==> src/rtl/instr_issuer_if.sv <==
// Host-load and processor-bus signal bundle for instr_issuer.
// slave = the issuer's view, master = the host/processor side.
interface instr_issuer_if #(
    parameter int AW = 3
);
    logic          load_valid;
    logic [7:0]    load_byte;
    logic          load_ready;
    logic          prog_clear;
    logic          start;
    logic [15:0]   inst_out;
    logic          inst_valid;
    logic [7:0]    alu_result;
    logic          alu_zero;
    logic [7:0]    result;
    logic          result_zero;
    logic          result_valid;
    logic          busy;
    logic          done;
    logic [AW:0]   prog_len;

    modport slave (
        input  load_valid, load_byte, prog_clear, start, alu_result, alu_zero,
        output load_ready, inst_out, inst_valid, result, result_zero,
               result_valid, busy, done, prog_len
    );

    modport master (
        output load_valid, load_byte, prog_clear, start, alu_result, alu_zero,
        input  load_ready, inst_out, inst_valid, result, result_zero,
               result_valid, busy, done, prog_len
    );
endinterface

==> src/rtl/instr_issuer.sv <==
// Program sequencer: byte-serial program load, then issue/wait/capture per entry.
// Define ZERO_SKIP_EN to skip opcode 3'b111 entries unless the last result was zero.
module instr_issuer #(
    parameter int DEPTH   = 8,
    parameter int AW      = 3,
    parameter int RES_LAT = 1
) (
    input  logic          clk,
    input  logic          rst,
    instr_issuer_if.slave bus
);
    localparam int CW = $clog2(RES_LAT + 1);

    typedef enum logic [1:0] {S_IDLE, S_ISSUE, S_WAIT, S_DONE} state_t;

    state_t        state_q, state_d;
    logic [15:0]   mem [DEPTH];
    logic [AW:0]   len_q;
    logic          half_q;
    logic [7:0]    low_q;
    logic [AW-1:0] pc_q;
    logic [CW-1:0] cnt_q;
    logic [15:0]   inst_q;
    logic [7:0]    result_q;
    logic          zero_q;
    logic          rvld_q;
    logic [15:0]   cur_inst;
    logic          byte_acc;
    logic          start_ok;
    logic          last_entry;
    logic          wait_end;
    logic          skip;
    logic          issue_go;

    assign cur_inst   = mem[pc_q];
    assign byte_acc   = bus.load_valid && bus.load_ready && !bus.prog_clear;
    assign start_ok   = (state_q == S_IDLE) && bus.start && (len_q != '0) && !half_q;
    assign last_entry = (({1'b0, pc_q}) + (AW+1)'(1)) == len_q;
    assign wait_end   = (state_q == S_WAIT) && (cnt_q == CW'(1));
    assign issue_go   = (state_q == S_ISSUE) && !skip;

`ifdef ZERO_SKIP_EN
    logic last_zero_q;

    always_ff @(posedge clk) begin
        if (rst)           last_zero_q <= 1'b0;
        else if (start_ok) last_zero_q <= 1'b0;
        else if (wait_end) last_zero_q <= bus.alu_zero;
    end

    // Conditional entries only go out when the previous result was zero.
    assign skip = (state_q == S_ISSUE) && (cur_inst[2:0] == 3'b111) && !last_zero_q;
`else
    assign skip = 1'b0;
`endif

    always_ff @(posedge clk) begin
        if (rst) state_q <= S_IDLE;
        else     state_q <= state_d;
    end

    always_comb begin
        state_d = state_q;
        unique case (state_q)
            S_IDLE:  if (start_ok) state_d = S_ISSUE;
            S_ISSUE: if (skip) state_d = last_entry ? S_DONE : S_ISSUE;
                     else      state_d = S_WAIT;
            S_WAIT:  if (wait_end) state_d = last_entry ? S_DONE : S_ISSUE;
            S_DONE:  state_d = S_IDLE;
            default: state_d = S_IDLE;
        endcase
    end

    always_comb begin
        bus.busy       = (state_q == S_ISSUE) || (state_q == S_WAIT);
        bus.done       = (state_q == S_DONE);
        bus.inst_valid = issue_go;
        bus.inst_out   = issue_go ? cur_inst : inst_q;
        bus.load_ready = (state_q == S_IDLE) && (len_q < (AW+1)'(DEPTH)) && !bus.start && !rst;
    end

    always_ff @(posedge clk) begin
        if (rst) begin
            len_q  <= '0;
            half_q <= 1'b0;
            pc_q   <= '0;
            cnt_q  <= '0;
        end else begin
            if ((state_q == S_IDLE) && bus.prog_clear) begin
                len_q  <= '0;
                half_q <= 1'b0;
            end else if (byte_acc) begin
                half_q <= !half_q;
                if (half_q) len_q <= len_q + (AW+1)'(1);
            end
            if (start_ok)
                pc_q <= '0;
            else if ((skip || wait_end) && !last_entry)
                pc_q <= pc_q + AW'(1);
            if (state_q == S_ISSUE)     cnt_q <= CW'(RES_LAT);
            else if (state_q == S_WAIT) cnt_q <= cnt_q - CW'(1);
        end
    end

    // Program storage survives reset; only the length bookkeeping is cleared.
    always_ff @(posedge clk) begin
        if (byte_acc && !half_q) low_q <= bus.load_byte;
        if (byte_acc && half_q)  mem[len_q[AW-1:0]] <= {bus.load_byte, low_q};
    end

    always_ff @(posedge clk) begin
        if (rst) begin
            inst_q   <= '0;
            result_q <= '0;
            zero_q   <= 1'b0;
            rvld_q   <= 1'b0;
        end else begin
            if (issue_go) inst_q <= cur_inst;
            rvld_q <= wait_end;
            if (wait_end) begin
                result_q <= bus.alu_result;
                zero_q   <= bus.alu_zero;
            end
        end
    end

    assign bus.result       = result_q;
    assign bus.result_zero  = zero_q;
    assign bus.result_valid = rvld_q;
    assign bus.prog_len     = len_q;
endmodule

==> src/flat_wrapper.sv <==
// flat-port wrapper written by rule: the top's interface ports become plain ports
module instr_issuer_flat 
#(
    parameter int DEPTH   = 8,
    parameter int AW      = 3,
    parameter int RES_LAT = 1
)
  (clk, rst, bus_load_valid, bus_load_byte, bus_prog_clear, bus_start, bus_alu_result, bus_alu_zero, bus_load_ready, bus_inst_out, bus_inst_valid, bus_result, bus_result_zero, bus_result_valid, bus_busy, bus_done, bus_prog_len);
  instr_issuer_if #(.AW(AW)) bus_i ();
  input  logic clk;
  input  logic rst;
  input wire logic [$bits(bus_i.load_valid)-1:0] bus_load_valid;
  input wire logic [$bits(bus_i.load_byte)-1:0] bus_load_byte;
  input wire logic [$bits(bus_i.prog_clear)-1:0] bus_prog_clear;
  input wire logic [$bits(bus_i.start)-1:0] bus_start;
  input wire logic [$bits(bus_i.alu_result)-1:0] bus_alu_result;
  input wire logic [$bits(bus_i.alu_zero)-1:0] bus_alu_zero;
  output wire logic [$bits(bus_i.load_ready)-1:0] bus_load_ready;
  output wire logic [$bits(bus_i.inst_out)-1:0] bus_inst_out;
  output wire logic [$bits(bus_i.inst_valid)-1:0] bus_inst_valid;
  output wire logic [$bits(bus_i.result)-1:0] bus_result;
  output wire logic [$bits(bus_i.result_zero)-1:0] bus_result_zero;
  output wire logic [$bits(bus_i.result_valid)-1:0] bus_result_valid;
  output wire logic [$bits(bus_i.busy)-1:0] bus_busy;
  output wire logic [$bits(bus_i.done)-1:0] bus_done;
  output wire logic [$bits(bus_i.prog_len)-1:0] bus_prog_len;
  assign bus_i.load_valid = bus_load_valid;
  assign bus_i.load_byte = bus_load_byte;
  assign bus_i.prog_clear = bus_prog_clear;
  assign bus_i.start = bus_start;
  assign bus_i.alu_result = bus_alu_result;
  assign bus_i.alu_zero = bus_alu_zero;
  assign bus_load_ready = bus_i.load_ready;
  assign bus_inst_out = bus_i.inst_out;
  assign bus_inst_valid = bus_i.inst_valid;
  assign bus_result = bus_i.result;
  assign bus_result_zero = bus_i.result_zero;
  assign bus_result_valid = bus_i.result_valid;
  assign bus_busy = bus_i.busy;
  assign bus_done = bus_i.done;
  assign bus_prog_len = bus_i.prog_len;
  instr_issuer #(.DEPTH(DEPTH), .AW(AW), .RES_LAT(RES_LAT)) u_core (.clk(clk), .rst(rst), .bus(bus_i));
endmodule
==> config.mk <==
export PLATFORM = sky130hd
export DESIGN_NAME = instr_issuer_flat
export DESIGN_NICKNAME = d
export VERILOG_FILES = /design/src/rtl/instr_issuer_if.sv /design/src/rtl/instr_issuer.sv /design/src/flat_wrapper.sv
export SDC_FILE = /design/constraint.sdc
export NUM_CORES = 1
export LEC_CHECK = 0
export ABC_CLOCK_PERIOD_IN_PS = 2600
export CORE_AREA = 3 3 132 134
export CTS_CLUSTER_SIZE = 25
export DETAILED_ROUTE_END_ITERATION = 10
export DIE_AREA = 0 0 135 137
export HOLD_SLACK_MARGIN = 0.12
export PLACE_DENSITY = 0.61
export SYNTH_ARGS = -nofsm -noshare
export SYNTH_HDL_FRONTEND = slang
export SYNTH_SLANG_ARGS = --single-unit
==> constraint.sdc <==
create_clock -name clk -period 2.6 [get_ports clk]
set_input_delay 0.52 -clock clk [delete_from_list [all_inputs] [get_ports clk]]
set_output_delay 0.52 -clock clk [all_outputs]
set_load 0.005 [all_outputs]
==> run metrics <==
status=finished clean; total net switching power=1.36 mW; Yosys warnings=0; synthesis-stage register bit count=176; Post-layout nets=515; Hold WC Path Type=flip-flop to flip-flop; # setup viols final=0; CTS tree=yes; Synth cell types=40; Synth Area in Simple Gates=6.45%; WL/cell=19.4 um; vias in the first global route=3,673; placeable core region=16,400 um2; CP Buf/Inv Count=3; Leak=2.80 nW; Max Fclk=388 MHz; internal cell power=5.12 mW; worst-path cell chain=buf_12, buf_6, mux4_2, mux2i_2, a21oi_2, buf_2; Design Power=6.48 mW; Final Hold Viols=0; worst-skew pair later-pin latency=0.42 ns; sw frac=20.9%; Synth Net Count=433; post-route setup slack=0.0231 ns; delay-heaviest family, CP=multiplexers; FILL cells=1,300; antenna violations before repair=0; Slew @ Worst Pin=0.444 ns; mux cell area share after synthesis=13.4%; clock root buffer=clkbuf_16; initial DRC count=280; RD Place Congestion=0.754; Peak VDD IR=0.000452 V; Logic pwr share=10.1%; H-tree levels=4; IO Pins=56; Die W=135 um; xor/xnor share of the synthesized area=0.516%; die area=18,500 um2; final core occ=52.1%; slowest stage delay, CP=0.54 ns; Critical Path AT=2.06 ns; average cell area after synthesis=16.8 um2; First-pass DRT Iterations=4; row count=47; Cell Area, Synth=6790 um2; Max Cap Violations=0; CTS Hold Bufs=0; GRT overflow=0; pre-CTS WS=0.0185 ns; Routed Antenna Nets=0; endpoint class of the critical path=output port; fin crit share=99.1%; Min Clock Period, post-route=2.58 ns; Bufs on Longest Clock Path=2; first-pass GRT wire length=21,600 um; all-layer global routing usage=16.0%; main combinational cell family by area after synthesis=multiplexers; WP data required=2.08 ns; Post-route DRC=0; Vias/cell=5.09; CP startpoint kind=flip-flop; port bufs=55; Slew headroom=70.4%; Die Ht=137 um; Reg clk slew, reported paths=0.06 ns; Area growth syn-to-layout=25.9%; skew final=0.00751 ns; largest net degree at the start of global routing=34; adder and majority cell fraction of the synthesized area=1.29%; DR vias=3,655; initial core utilization=41.4%; most frequent cells in the layout=136 x edfxtp_1, 39 x dfxtp_1, 39 x clkdlybuf4s50_1; fraction of layout cells with a size suffix above 1=24.3%; Clk pwr share=41.5%; Worst Path Max Fanout=5; pwr dens=758 nW/um2; Cells after Synth=404; clk sink count=176; Seq/Total Area, Yosys=72.0%; Compound-Gate Fraction of Synth Area=4.24%; RSZ-0062 raised after global routing=yes; Total Routed Length=13,900 um; commonest non-fill, non-tap cell in the layout=edfxtp_1; TritonCTS Buffers=17; Worst path slowest cell=mux4_2; number of diodes=0; detailed-placement wirelength estimate=8770 um; crit path kind=flip-flop to output port; fin. max-slew vios=0; Seq pwr share=48.4%
## logic make-up after synthesis
kind of cell,count (synthesis)
DFF,176
and+or+nand+nor,92
muxes,51
AOI/OAI and AO/OA,47
buffers and inverters,27
adders and majority gates,7
xor gates and xnor gates,4
## stage by stage
| step | area (um2) | setup TNS, ns | hold slack (ns) | cells |
|---|---|---|---|---|
| 6_report | 8550 | 0 | 0.452 | 718 |
| 5_1_grt | 8550 | -0.378 | 0.473 | 718 |
| 4_1_cts | 8570 | -0.359 | 0.457 | 720 |
| 3_5_place_dp | 7790 | 0 | 0.448 | 676 |
| 3_3_place_gp | 7790 | 0 | 0.444 | 676 |
| 2_1_floorplan | 6800 | 0 | 0.453 | 404 |
## routing by layer
layer  vias up  track usage [%]  wire, um
met4         0             5.21       172
li1       1703                -         -
met5         -                0         0
met3        13             3.49       530
met1      1860             23.0      6590
met2        79             24.5      6610
## power groups by stage
stage	Sequential [mW]	Clock, mW	Combinational (mW)
finish	3.14	2.68	0.654
global route	3.15	2.86	0.737
CTS	3.14	2.74	0.651
detailed placement	3.20	0	0.761
global placement	3.19	0	0.758
floorplan	3.19	0	0.326
## cell type report
| class | count | area [um2] | area share, % |
|---|---|---|---|
| Sequential cell | 176 | 4890 | 57.2 |
| Clock buffer | 19 | 433 | 5.07 |
| Tap cell | 220 | 275 | 3.22 |
| Timing Repair Buffer | 83 | 898 | 10.5 |
| Inverter | 7 | 26.3 | 0.307 |
| Clock inverter | 12 | 191 | 2.24 |
| Multi-Input combinational cell | 201 | 1830 | 21.4 |
## worst reg2reg max path: stages, from the launching register on
cell and delay (ns):
dfxtp_1 0.33, inv_1 0.12, ha_1 0.25, nor4b_4 0.27, and4b_1 0.31, nand2_1 0.18, nor3_2 0.23, buf_12 0.20
## synthesized netlist by cell type
cell	instances	area share, %
or3_1	2	0.18
o211ai_1	1	0.11
buf_4	3	0.33
or2_0	1	0.092
buf_2	5	0.37
nand3b_1	1	0.11
and4b_1	1	0.15
mux4_2	32	11
o21ai_0	4	0.29
a41o_1	1	0.15
a21bo_1	1	0.15
a22o_1	1	0.13
xnor2_1	2	0.26
nor4b_2	1	0.22
mux2i_1	18	2.7
dfxtp_1	40	12
mux2_2	1	0.17
nor2b_1	16	1.5
a21oi_1	32	2.4
ha_1	7	1.3
a31oi_1	2	0.18
nor2_2	1	0.092
and2_1	1	0.092
inv_1	7	0.39
nand2b_1	1	0.092
nor3_1	3	0.22
buf_6	3	0.50
edfxtp_1	136	60
a211oi_1	1	0.11
o21ba_2	1	0.15
nor2_1	30	1.7
nand2_1	29	1.6
nor3b_1	1	0.11
a31oi_4	1	0.31
xor2_1	2	0.26
a21o_1	1	0.11
clkbuf_1	9	0.50
or3b_2	1	0.13
nand3_1	3	0.22
a211oi_2	1	0.18
## sequential cells by signal (all words and copies together) (netlist names), named ones only
name and cells:
u_core.half_q 1, u_core.bus.result_zero 1, u_core.mem 128, u_core.bus.result_valid 1, u_core.bus.prog_len 4, u_core.inst_q 16, u_core.state_q 2, u_core.pc_q 3
u_core.bus.result 8, u_core.low_q 8, u_core.cnt_q 1
## timing repair
item | 4_1_cts | 5_1_grt
setup buffers | 10 | 1
setup endpoints to repair | 16 | 14
resized for setup | 69 | 11
gates cloned | 3 | 0
pin swaps | 16 | 6
hold endpoints to repair | 0 | 0
## worst paths after layout
| check | to | cells after the start | from | slack [ns] |
|---|---|---|---|---|
| max | bus_inst_out[14] | 6 | flip-flop | 0.02 |
| min reg2reg | u_core.bus.result[0]$_SDFFE_PP0N_ | 2 | u_core.bus.result[0]$_SDFFE_PP0N_ | 0.45 |
| max reg2reg | u_core.mem[0][2]$_DFFE_PP_ | 7 | u_core.state_q[0]$_SDFFE_PP0P_ | 0.41 |
| min | u_core.bus.result[0]$_SDFFE_PP0N_ | 2 | u_core.bus.result[0]$_SDFFE_PP0N_ | 0.45 |
No activity file was read; power rests on OpenSTA's default activity.
